<file path="src/rtl/iob_fifo_ctrl.sv">
// iob_fifo_ctrl: FIFO controller for an external two-port RAM with 1-cycle
// registered read data.
//
// Ports:
//   clk, rst          rising-edge clock, synchronous active-high reset
//   w_en, w_data      user write request / word
//   w_full            FIFO holds 2^ADDR_W words
//   r_en, r_data      user read request / word (r_data comes straight from RAM)
//   r_empty           FIFO holds 0 words
//   level             current word count (0..2^ADDR_W)
//   w_overflow        sticky write-when-full flag
//   r_underflow       sticky read-when-empty flag
//   ext_mem_*         RAM write/read port, enables and addresses combinational
//
// Optional feature: define IOB_FIFO_CTRL_ERR_EN to build the sticky
// overflow/underflow flag registers; otherwise both flags are tied to 0.
module iob_fifo_ctrl #(
  parameter int unsigned DATA_W = 8,
  parameter int unsigned ADDR_W = 4
) (
  input  logic              clk,
  input  logic              rst,
  input  logic              w_en,
  input  logic [DATA_W-1:0] w_data,
  output logic              w_full,
  input  logic              r_en,
  output logic [DATA_W-1:0] r_data,
  output logic              r_empty,
  output logic [ADDR_W:0]   level,
  output logic              w_overflow,
  output logic              r_underflow,
  output logic              ext_mem_w_en,
  output logic [ADDR_W-1:0] ext_mem_w_addr,
  output logic [DATA_W-1:0] ext_mem_w_data,
  output logic              ext_mem_r_en,
  output logic [ADDR_W-1:0] ext_mem_r_addr,
  input  logic [DATA_W-1:0] ext_mem_r_data
);

  localparam int unsigned DEPTH = 2 ** ADDR_W;
  localparam int unsigned LVL_W = ADDR_W + 1;

  logic [ADDR_W-1:0] w_ptr;
  logic [ADDR_W-1:0] r_ptr;
  logic [LVL_W-1:0]  level_q;
  logic              w_acc;
  logic              r_acc;

  // Status flags derive from the registered level only.
  assign level   = level_q;
  assign w_full  = (level_q == LVL_W'(DEPTH));
  assign r_empty = (level_q == '0);

  // Accept qualifiers; reset masks RAM enables regardless of requests.
  assign w_acc = w_en & ~w_full & ~rst;
  assign r_acc = r_en & ~r_empty & ~rst;

  assign ext_mem_w_en   = w_acc;
  assign ext_mem_w_addr = w_ptr;
  assign ext_mem_w_data = w_data;
  assign ext_mem_r_en   = r_acc;
  assign ext_mem_r_addr = r_ptr;

  // RAM read register already holds the word until the next accepted read.
  assign r_data = ext_mem_r_data;

  // Pointers wrap naturally at ADDR_W bits; level tracks net occupancy.
  always_ff @(posedge clk) begin
    if (rst) begin
      w_ptr   <= '0;
      r_ptr   <= '0;
      level_q <= '0;
    end else begin
      if (w_acc) w_ptr <= w_ptr + ADDR_W'(1);
      if (r_acc) r_ptr <= r_ptr + ADDR_W'(1);
      case ({w_acc, r_acc})
        2'b10:   level_q <= level_q + LVL_W'(1);
        2'b01:   level_q <= level_q - LVL_W'(1);
        default: level_q <= level_q;
      endcase
    end
  end

`ifdef IOB_FIFO_CTRL_ERR_EN
  logic ovf_q;
  logic udf_q;

  // Sticky error flags: set by any rejected request, cleared only by reset.
  always_ff @(posedge clk) begin
    if (rst) begin
      ovf_q <= 1'b0;
      udf_q <= 1'b0;
    end else begin
      if (w_en && w_full)  ovf_q <= 1'b1;
      if (r_en && r_empty) udf_q <= 1'b1;
    end
  end

  assign w_overflow  = ovf_q;
  assign r_underflow = udf_q;
`else
  assign w_overflow  = 1'b0;
  assign r_underflow = 1'b0;
`endif

endmodule

</file>
<file path="config.mk">
export PLATFORM = sky130hd
export DESIGN_NAME = iob_fifo_ctrl
export DESIGN_NICKNAME = d
export VERILOG_FILES = /design/src/rtl/iob_fifo_ctrl.sv
export SDC_FILE = /design/constraint.sdc
export NUM_CORES = 1
export LEC_CHECK = 0
export BUFFER_PORTS_ARGS = -buffer_cell sky130_fd_sc_hd__buf_2
export CORE_MARGIN = 4
export CORE_UTILIZATION = 41
export DETAILED_ROUTE_END_ITERATION = 16
export PLACE_DENSITY = 0.75
export REMOVE_ABC_BUFFERS = 1
export SLEW_MARGIN = 20
export SYNTH_ARGS = -nofsm -noshare
export SYNTH_HDL_FRONTEND = slang
export SYNTH_SLANG_ARGS = --single-unit
</file>
<file path="constraint.sdc">
create_clock -name clk -period 3.1 [get_ports clk]
set_input_delay 0 -clock clk [delete_from_list [all_inputs] [get_ports clk]]
set_output_delay 0 -clock clk [all_outputs]
set_load 0.02 [all_outputs]
</file>
Word-level counts from Yosys, hierarchy flattened
Cells that the tools add are included.
{"block": "word_totals", "inputBits": 20, "output_inout_bits": 35, "reg_bits": 13, "word_cells": 20}
{"block": "op_classes", "bitwise": 7, "n_addsub": 4, "reduce_logical": 2, "muxes": 1, "n_eq_ne": 3}
{"cell": "$pmux 5 s2", "count": 1}
{"cell": "$add 4x1->4 const B", "count": 2}
{"cell": "$add 5x1->5 const B", "count": 1}
{"cell": "$eq 5x5->1 const B", "count": 1}
{"cell": "$logic_not 5->1", "count": 1}
{"cell": "$sub 5x1->5 const B", "count": 1}
{"cell": "$and 1x1->1", "count": 4}
{"cell": "$not 1->1", "count": 3}
{"cell": "$eq 2x1->1 const B", "count": 1}
{"cell": "$eq 2x2->1 const B", "count": 1}
{"cell": "$reduce_bool 2->1", "count": 1}

Depth between registers and ports, before layout
Gate-level depths: netlist of run 1.
{"block": "logic_depth", "depth_word": 6, "depth_mapped": 9, "depth_no_buf": 9}

Worst setup path after synthesis of run 1
No wires, ideal clock.
{"block": "synth_path", "path_kind": "register to register", "from": "register level_q[0] (netlist: level[0])", "to": "register level_q[4] (netlist: level[4])", "arrival_time_ns": 2.753, "path_stages_with_launch": 10, "setup_ns": 0.070, "required_time_ns": 3.030, "period_less_slack_ns": 2.823, "setup_slack_ns": 0.277, "path_buffers": 0, "path_cell_list": "dfxtp_1 or4_4 o21ai_4 nor2_1 ha_1 fa_1 nand3_1 a21oi_1 or4_1 a21oi_1"}
{"block": "synth_between", "elab_chain_len": 6, "word_cells_on_any_way": 14, "cone_classes": "add/sub (2); eq/ne (3); mux (1); bitwise (6); reduce/logical (2)"}
{"element": "from (decl)", "line_no": "45", "rtl": "logic [LVL_W-1:0] level_q;"}
{"element": "from (signal assigned)", "line_no": "77", "rtl": "2'b10: level_q <= level_q + LVL_W'(1);"}
{"element": "from (signal assigned)", "line_no": "78", "rtl": "2'b01: level_q <= level_q - LVL_W'(1);"}
{"element": "from (signal assigned)", "line_no": "79", "rtl": "default: level_q <= level_q;"}
{"element": "$logic_not 5->1 (*)", "line_no": "52", "rtl": "assign r_empty = (level_q == '0);"}
{"element": "$not 1->1 (*)", "line_no": "56", "rtl": "assign r_acc = r_en & ~r_empty & ~rst;"}
{"element": "$and 1x1->1 (*) (2 in series)", "line_no": "56"}
{"element": "via ext_mem_r_en", "line_no": "35", "rtl": "output logic ext_mem_r_en,"}
{"element": "$eq 2x1->1 / $eq 2x2->1 (equally long branches)", "line_no": "76", "rtl": "case ({w_acc, r_acc})"}
{"element": "$pmux 5 s2 / $reduce_bool 2->1 (equally long branches)"}
The timed path passes the listed nets; every way through them passes the cells marked *.
A chain may end at the register's enable or synchronous reset.

Worst setup path after layout of run 1
{"block": "layout_path", "from": "register level_q[0] (netlist: level[0])", "to": "register level_q[4] (netlist: level[4])"}
{"block": "layout_between", "elab_chain_len": 6, "word_cells_on_any_way": 14, "cone_classes": "add/sub (2); eq/ne (3); mux (1); bitwise (6); reduce/logical (2)"}
{"element": "$eq 5x5->1 / $logic_not 5->1 (equally long branches)", "line_no": "51, 52"}
{"element": "$not 1->1, on equally long branches", "line_no": "55, 56"}
{"element": "$and 1x1->1, on equally long branches (2 in series)", "line_no": "55, 56"}
{"element": "$eq 2x1->1 / $eq 2x2->1 (equally long branches)", "line_no": "76"}
{"element": "$pmux 5 s2 / $reduce_bool 2->1 (equally long branches)"}
Several ways; a longest one is shown, not always the timed one.

==> summary.txt, run 1 <==
Period minus WS final -> 2810 ps
vias in the first global route -> 617
power per cell area -> 515 mW/mm^2
crit-path max FO -> 6
Crit-path slowest cell -> or4_4
die area -> 0.00290 mm^2
Total Neg Setup Slack -> 0 ps
period utilization -> 0.905
io pins -> 55
Via density -> 5.00
Post-Synthesis Cells -> 99
CP Cell Sequence -> or4_4 -> o21ai_4 -> nor2_1 -> ha_1 -> ha_1 -> a21oi_1 -> a21oi_1 -> or4_1 -> a21oi_1
clk root buf -> clkbuf_4
Max Slew Vio Count -> 0
Inserted Diodes -> 0
Mean Syn Cell Area -> 8.72 um^2
Port Buffers -> 20
register area -> 260 um^2
initial drt markers -> 1
CP peak stage delay -> 600 ps
Final Hold Vio Count -> 0
crit path capture type -> flip-flop
most frequent cells in the layout -> buf_2, nor2_1, dfxtp_1
commonest non-fill, non-tap cell in the layout -> buf_2
Max Root-Sink Buffers -> 2
post-synthesis sequential area ratio -> 0.301
count of cell types in the netlist -> 27
Initial Util -> 0.436
core area -> 0.00198 mm^2
Rows -> 16
Resized cells post-CTS -> 0
CP required -> 3310 ps
Die Span X -> 53.9 um
status -> completed
skew final -> 7.52 ps
Util after Layout -> 0.444
Finish-stage setup viols -> 0
Power Total -> 0.454 mW
CTS tree -> yes
Worst VDD drop -> 0.375 mV
first-pass GRT wire length -> 2.82 mm
GR Util All Layers -> 0.138
clock slew at reported path FFs -> 90 ps
critical path class -> flip-flop to flip-flop
area grow syn2layout -> 2.03%
vias post-DR -> 650
Max-cap violations -> 0
Skew-Pair Late Insertion Delay -> 270 ps
post-route ant nets -> 0
first-pass detailed-route iteration total -> 2
register bit count reported by yosys -> 13
GRT overflow -> 0
Most common cell on crit path -> a21oi_1
share of cells above drive strength 1 -> 0.262
multi-input gate area in the final layout -> 438 um^2
Post-CTS Hold Fix Bufs -> 0
Placer Congestion -> 0.804
CTS sink cnt -> 13
unrepaired setup endpoints after global routing -> false
hpwl dp -> 1.40 mm
fillers -> 201
routed length per instance -> 13.7 um
initial antenna violation count -> 0
die height -> 53.9 um
# Post-CTS Setup Buffers -> 0
Remaining DRCs -> 0
nets@finish -> 131
FMAX -> 356 MHz
P_leak -> 0.438 nW
synth warn -> 0
H-tree depth -> 1
Hold Path Class -> input pin to output pin
Critical Path Source Type -> flip-flop
WL final -> 1.78 mm
Cell Area, Synth -> 863 um^2
largest net degree at the start of global routing -> 18
Num CTS Buffers -> 3
Critical Path AT -> 3020 ps
-- power breakdown --
group	leakage (nW)	switching, mW	total, mW	internal, mW
clock	0.0150	0.0556	0.105	0.0498
combinational	0.318	0.0876	0.149	0.0610
sequential	0.106	0.0195	0.200	0.180
total	0.438	0.163	0.454	0.291
-- worst max-delay path, delay by kind of cell, from the launching register on --
kind / cells / cell delay, ps
simple gates: 3 / 1150
fa+ha+maj: 2 / 620
flops: 1 / 380
compound gates: 4 / 590
-- path summary, 6_finish.rpt --
path | from | to | slack, ps | cells past startpoint
min reg2reg | ext_mem_w_addr[3] | ext_mem_w_addr[3] | 520 | 2
max reg2reg | level[0] | level[4] | 290 | 9
min | ext_mem_r_data[0] | r_data[0] | 0.2 | 0
max | level[0] | level[4] | 290 | 9
-- metrics by stage --
| step | hold WS, ps | instance area (um^2) | cells | setup slack, ps |
|---|---|---|---|---|
| floorplan | 0 | 713 | 78 | 290 |
| global placement | 0.326 | 855 | 126 | 388 |
| detailed placement | 0.326 | 855 | 126 | 307 |
| CTS | 0.326 | 881 | 130 | 282 |
| global route | 0.157 | 881 | 130 | 156 |
| finish | 0.183 | 881 | 130 | 293 |
-- final cells by class --
class	count	share of cell area
multi-input cells	61	0.497
flip-flops and latches	13	0.295
repair buffers	21	0.122
well taps	27	0.0384
clock buffers	4	0.0298
inverters	4	0.0170
-- registers in the layout (all words and copies together), names as in the netlist --
register / cells
ext_mem_r_addr: 4
ext_mem_w_addr: 4
level: 5
-- synthesized netlist by cell type (all sizes together) --
| library cell | n | area (um^2) |
|---|---|---|
| conb | 1 | 3.75 |
| a211oi | 2 | 15.0 |
| nand2 | 1 | 3.75 |
| nand2b | 1 | 6.26 |
| xor2 | 4 | 35.0 |
| and2 | 1 | 6.26 |
| clkbuf | 3 | 11.3 |
| dfxtp | 13 | 260 |
| ha | 6 | 75.1 |
| buf | 19 | 143 |
| and3 | 2 | 12.5 |
| mux2i | 3 | 30.0 |
| fa | 1 | 20.0 |
| inv | 4 | 15.0 |
| nand3 | 2 | 10.0 |
| or4 | 2 | 18.8 |
| a21oi | 6 | 30.0 |
| nor4bb | 1 | 10.0 |
| o31ai | 1 | 7.51 |
| o21ai | 1 | 16.3 |
| nor4 | 2 | 12.5 |
| or3 | 1 | 6.26 |
| o211ai | 2 | 15.0 |
| a21o | 1 | 8.76 |
| xnor2 | 4 | 35.0 |
| nor2 | 15 | 56.3 |
-- layer usage --
| metal | global-route usage | up-vias | wire, um |
|---|---|---|---|
| met5 | 0 | - | 0 |
| met4 | 0.0170 | 0 | 0 |
| met3 | 0.133 | 0 | 272 |
| li1 | - | 324 | - |
| met2 | 0.198 | 37 | 788 |
| met1 | 0.149 | 289 | 716 |
-- cells by family (layout without fill, tap and decap cells) --
| kind of cell | count (synthesis) | count (layout) | share of synthesized area |
|---|---|---|---|
| multiplexers | 3 | 3 | 0.0348 |
| flip-flops | 13 | 13 | 0.301 |
| other | 1 | 2 | 0.00434 |
| AND/OR/NAND/NOR | 28 | 28 | 0.165 |
| buffers and inverters | 26 | 29 | 0.196 |
| AO/OA/AOI/OAI | 13 | 13 | 0.107 |
| adder cells (fa/ha/maj) | 7 | 7 | 0.110 |
| XOR/XNOR | 8 | 8 | 0.0812 |
(Power assumes the default switching activity.)
==> run 2: changes to the inputs <==
--- a/config.mk
+++ b/config.mk
@@ -10,6 +10,7 @@
 export CORE_UTILIZATION = 41
 export DETAILED_ROUTE_END_ITERATION = 16
 export PLACE_DENSITY = 0.75
+export RECOVER_POWER = 100
 export REMOVE_ABC_BUFFERS = 1
 export SLEW_MARGIN = 20
 export SYNTH_ARGS = -nofsm -noshare
==> run 2 against run 1 <==
Clock power is essentially flat. Worst hold slack is the same. Fmax grew 0.26%. Power shrank 1.9%. Largest power group unchanged.
==> summary.txt, run 2 (synthesis gave the netlist of run 1 again) <==
initial antenna violation count -> 0 (unchanged)
CTS sink cnt -> 13 (unchanged)
die area -> 0.00290 mm^2 (unchanged)
commonest non-fill, non-tap cell in the layout -> clkbuf_1
Post-Place Setup Slack -> 307 ps (unchanged)
Period minus WS final -> 2800 ps (-7.18 ps)
Max Root-Sink Buffers -> 2 (unchanged)
clock slew at reported path FFs -> 80 ps (about the same)
placed cells -> 126 (unchanged)
GRT overflow -> 0 (unchanged)
Final Cell Area -> 856 um^2 (-2.8%)
period utilization -> 0.903 (-0.00232)
Post-CTS Hold Fix Bufs -> 0 (unchanged)
Critical Path Source Type -> flip-flop
max reg flops -> 5 (unchanged)
largest net degree at the start of global routing -> 18 (unchanged)
Most common cell on crit path -> a21oi_1
power per cell area -> 520 mW/mm^2 (+0.96%)
Port Buffers -> 20 (unchanged)
Worst VDD drop -> 0.363 mV (-3.1%)
Critical Path AT -> 3010 ps (about the same)
Final Hold Vio Count -> 0 (unchanged)
Inserted Diodes -> 0 (unchanged)
Finish-stage setup viols -> 0 (unchanged)
initial drt markers -> 2 (+1)
Util after Layout -> 0.432 (-0.0126)
CTS tree -> yes
Remaining DRCs -> 0 (unchanged)
Skew-Pair Late Insertion Delay -> 270 ps (about the same)
vias post-DR -> 654 (+0.62%)
Power Total -> 0.445 mW (-1.9%)
P_leak -> 0.366 nW (-17%)
WL final -> 1.80 mm (+1.2%)
Via density -> 5.03 (+0.62%)
CP peak stage delay -> 600 ps (about the same)
core area -> 0.00198 mm^2 (unchanged)
first-pass detailed-route iteration total -> 3 (+1)
DP Area -> 855 um^2 (unchanged)
Layout Cells excl Fill -> 130 (unchanged)
H-tree depth -> 1 (unchanged)
Resized cells post-CTS -> 0 (unchanged)
Rows -> 16 (unchanged)
Total Neg Setup Slack -> 0 ps (unchanged)
vias in the first global route -> 617 (unchanged)
skew final -> 6.78 ps (-0.743 ps)
CP Cell Sequence -> or4_4 -> o21ai_4 -> nor2_1 -> ha_1 -> ha_1 -> a21oi_1 -> a21oi_1 -> or4_1 -> a21oi_1
Max Slew Vio Count -> 0 (unchanged)
Placer Congestion -> 0.804 (unchanged)
Hold Path Class -> input pin to output pin
Die Span X -> 53.9 um (unchanged)
FMAX -> 357 MHz (+0.26%)
Min Hold Slack -> 0.183 ps (unchanged)
Max-cap violations -> 0 (unchanged)
crit-path max FO -> 6 (unchanged)
area grow syn2layout -> -0.870%
Num CTS Buffers -> 3 (unchanged)
CP required -> 3320 ps (about the same)
nets@finish -> 131 (unchanged)
GR Util All Layers -> 0.138 (unchanged)
crit path capture type -> flip-flop
fin worst setup slack -> 300 ps (+7.18 ps)
hpwl dp -> 1.40 mm (unchanged)
unrepaired setup endpoints after global routing -> false
die height -> 53.9 um (unchanged)
critical path class -> flip-flop to flip-flop
routed length per instance -> 13.8 um (+1.2%)
Initial Util -> 0.436 (unchanged)
most frequent cells in the layout -> clkbuf_1, nor2_1, dfxtp_1
status -> completed
clk root buf -> clkbuf_4
io pins -> 55 (unchanged)
share of cells above drive strength 1 -> 0.0874 (-0.175)
# Post-CTS Setup Buffers -> 0 (unchanged)
post-route ant nets -> 0 (unchanged)
first-pass GRT wire length -> 2.82 mm (unchanged)
Crit-path slowest cell -> or4_4
run 2: changes by cell type in the layout (fill, tap and decap cells not counted):
| cell | delta |
|---|---|
| buf_2 | -17 |
| buf_4 | -1 |
| clkbuf_1 | +18 |
run 2: area by class of cell:
cell class / count / area [um^2]
Fill cell: 210 / 1130
Clock buffer: 4 / 26.3
Sequential cell: 13 / 260
Timing Repair Buffer: 21 / 82.6
Inverter: 4 / 15.0
Multi-Input combinational cell: 61 / 438
Tap cell: 27 / 33.8
run 2: final timing paths:
path                                         from                end  slack [ps]  cells past startpoint
worst max-delay path                     level[0]           level[4]         300                      9
worst min-delay path            ext_mem_r_data[0]          r_data[0]         0.2                      0
worst max register to register           level[0]           level[4]         300                      9
worst min register to register  ext_mem_w_addr[3]  ext_mem_w_addr[3]         530                      2
run 2: where the power goes:
part	internal (mW)	leakage [nW]	switching [mW]
combinational	0.0517	0.246	0.0876
sequential	0.180	0.106	0.0199
clock	0.0498	0.0150	0.0559
run 2: worst max-delay path: cells and delay by family (launching register included):
family	cells	cell delay [ps]
flops	1	380
simple gates	3	1140
fa+ha+maj	2	620
compound gates	4	590
run 2: routing by layer:
| layer | vias to the layer above | global-route usage | share of wire |
|---|---|---|---|
| met1 | 295 | 0.149 | 0.39 |
| met3 | 0 | 0.133 | 0.16 |
| met5 | - | 0 | 0 |
| met2 | 39 | 0.198 | 0.45 |
| met4 | 0 | 0.0170 | 0 |
| li1 | 320 | - | - |
==> run 3: changes to the inputs <==
--- a/config.mk
+++ b/config.mk
@@ -5,9 +5,10 @@
 export SDC_FILE = /design/constraint.sdc
 export NUM_CORES = 1
 export LEC_CHECK = 0
+export ABC_AREA = 1
 export BUFFER_PORTS_ARGS = -buffer_cell sky130_fd_sc_hd__buf_2
 export CORE_MARGIN = 4
-export CORE_UTILIZATION = 41
+export CORE_UTILIZATION = 43
 export DETAILED_ROUTE_END_ITERATION = 16
 export PLACE_DENSITY = 0.75
 export RECOVER_POWER = 100
==> run 3 against run 2 <==
Fmax is 17% higher. Critical path depth rose by 2. Register-to-register slack gained 400 ps. Non-clock buffer count is the same. Core utilization grew 3.4 points. Critical endpoint unchanged. Largest cell class unchanged.
==> summary.txt, run 3 <==
Final Cell Area -> 960 um^2 (+12%)
Max Root-Sink Buffers -> 2 (unchanged)
Primary FF master, synth -> dfxtp_1
Critical Path Source Type -> flip-flop
Remaining DRCs -> 0 (unchanged)
Max-cap violations -> 0 (unchanged)
Rows -> 16 (unchanged)
CTS tree -> yes
Post-Synthesis Cells -> 140 (+41%)
fin worst setup slack -> 699 ps (+399 ps)
WL final -> 2.06 mm (+15%)
initial antenna violation count -> 0 (unchanged)
crit-path max FO -> 8 (+2)
Period minus WS final -> 2400 ps (-399 ps)
Die Span X -> 55.6 um (+3.3%)
core area -> 0.00206 mm^2 (+4.0%)
io pins -> 55 (unchanged)
GRT overflow -> 0 (unchanged)
Min Hold Slack -> 0.191 ps (+0.00793 ps)
Resized cells post-CTS -> 0 (unchanged)
area grow syn2layout -> -1.67%
first-pass GRT wire length -> 3.57 mm (+26%)
CP Cell Sequence -> nor2_1 -> nand3_1 -> nand2_1 -> nor2_1 -> ha_1 -> ha_1 -> or2_2 -> nand3_1 -> nand3_1 -> nand2_1 -> inv_1
vias post-DR -> 834 (+28%)
number of synthesized flops with an enable pin -> 0 (unchanged)
clk root buf -> clkbuf_4
Num CTS Buffers -> 3 (unchanged)
unrepaired setup endpoints after global routing -> false
largest net degree at the start of global routing -> 10 (-8)
clock slew at reported path FFs -> 80 ps (about the same)
post-route ant nets -> 0 (unchanged)
initial drt markers -> 7 (+5)
first-pass detailed-route iteration total -> 5 (+2)
post-synthesis sequential area ratio -> 0.267 (-0.0348)
period utilization -> 0.774 (-0.129)
Skew-Pair Late Insertion Delay -> 270 ps (about the same)
Initial Util -> 0.473 (+0.0377)
CP required -> 3280 ps (-40 ps)
nets@finish -> 174 (+33%)
top-area cell type share of the netlist area -> 0.267 (-0.0348)
ys async rst share -> 0 (unchanged)
Worst VDD drop -> 0.322 mV (-11%)
CTS sink cnt -> 13 (unchanged)
Cell Area, Synth -> 976 um^2 (+13%)
critical path class -> flip-flop to flip-flop
status -> completed
synth warn -> 0 (unchanged)
top post-synthesis cells by count -> nand2_1, inv_1, nor2_1
H-tree depth -> 1 (unchanged)
DP Area -> 968 um^2 (+13%)
Via density -> 4.82 (-4.2%)
FMAX -> 417 MHz (+17%)
most numerous cell in the Yosys netlist -> nand2_1
max reg flops -> 5 (unchanged)
CP peak stage delay -> 370 ps (-230 ps)
most frequent cells in the layout -> nand2_1, nor2_1, inv_1
Max Slew Vio Count -> 0 (unchanged)
count of cell types in the netlist -> 20 (-26%)
Top delay family on crit path -> simple AND/OR/NAND/NOR gates
crit path capture type -> flip-flop
Post-Place Setup Slack -> 914 ps (+607 ps)
cell accounting for the most synthesized area -> dfxtp_1
routed length per instance -> 11.9 um (-14%)
Placer Congestion -> 0.854 (+6.2%)
share of cells above drive strength 1 -> 0.0890 (+0.00166)
Power Total -> 0.679 mW (+53%)
reg2reg end -> level[4]
die area -> 0.00310 mm^2 (+6.6%)
Critical Path AT -> 2580 ps (-430 ps)
minimum setup slack among reg-to-reg paths -> 700 ps (+400 ps)
GR Util All Layers -> 0.142 (+0.00411)
Port Buffers -> 20 (unchanged)
fillers -> 228 (+8.6%)
Most common cell on crit path -> nand3_1
Finish-stage setup viols -> 0 (unchanged)
Mean Syn Cell Area -> 6.97 um^2 (-20%)
skew final -> 2.82 ps (-3.96 ps)
Crit path buffers/inverters -> 1 (+1)
Hold Path Origin -> ext_mem_r_data[0]
register bit count reported by yosys -> 13 (unchanged)
Inserted Diodes -> 0 (unchanged)
commonest non-fill, non-tap cell in the layout -> nand2_1
P_leak -> 0.490 nW (+34%)
Hold Path Class -> input pin to output pin
Total Neg Setup Slack -> 0 ps (unchanged)
r2r worst-path depth -> 11 (+2)
top post-synthesis cells by area -> dfxtp_1, buf_4, nand2_1
Final Hold Vio Count -> 0 (unchanged)
hold path cells -> 0 (unchanged)
start of the worst register-to-register path -> level[1]
power per cell area -> 708 mW/mm^2 (+36%)
Crit-path slowest cell -> dfxtp_1
vias in the first global route -> 777 (+26%)
hpwl dp -> 1.64 mm (+17%)
die height -> 55.6 um (+3.3%)
Hold Path Sink -> r_data[0]
[run 3: layer usage]
layer,up-vias,wire (um),part of all wire,global-route usage
met5,-,0,0,0.0536
met4,0,16,0.0078,0.0417
met3,2,272,0.13,0.0905
met2,38,902,0.44,0.208
met1,367,867,0.42,0.165
li1,427,-,-,-
[run 3: final cells by class]
type | count | area [um^2] | area share
multi-input cells | 87 | 470 | 0.490
flip-flops and latches | 13 | 260 | 0.271
repair buffers | 21 | 90.1 | 0.0939
inverters | 21 | 78.8 | 0.0821
well taps | 27 | 33.8 | 0.0352
clock buffers | 4 | 26.3 | 0.0274
[run 3: cell families (layout without fill, tap and decap cells)]
group | after synthesis | in the layout | synth area share
flops | 13 | 13 | 0.267
fa+ha+maj | 7 | 7 | 0.0974
xor+xnor | 2 | 2 | 0.0180
other cells | 1 | 2 | 0.00384
simple gates | 69 | 69 | 0.345
compound gates | 7 | 7 | 0.0397
buf+inv | 41 | 46 | 0.229
[run 3: worst max path at each step]
stage / startpoint / to / slack, ps / depth (start not counted)
after detailed placement: level[0] / level[4] / 910 / 12
after global routing: level[1] / level[3] / 410 / 12
after CTS: level[0] / level[4] / 900 / 12
final: level[1] / level[4] / 700 / 11
after floorplan: level[0] / level[4] / 660 / 12
after global placement: level[0] / level[4] / 990 / 12
[run 3: timing repair]
item | in CTS | in global routing
endpoints found under the hold margin | 1 | 0
hold buffers | 1 | 0
buffers inserted | 0 | 0
[run 3: power breakdown]
group          switching, mW  total (mW)  internal [mW]  leakage [nW]
Combinational          0.222       0.331          0.108         0.368
Clock                 0.0530       0.103         0.0498        0.0150
Sequential            0.0463       0.246          0.199         0.107
[run 3: per-stage QoR]
step	cells	utilization
6_report	173	0.465
5_1_grt	173	0.465
4_1_cts	173	0.487
3_5_place_dp	168	0.470
3_3_place_gp	168	0.470
2_1_floorplan	121	-
[run 3: worst register-to-register path: stages (launching register included)]
cell	delay, ps
dfxtp_1	370
nor2_1	260
nand3_1	270
nand2_1	180
nor2_1	70
ha_1	270
ha_1	340
or2_2	300
nand3_1	90
nand3_1	70
nand2_1	60
inv_1	30
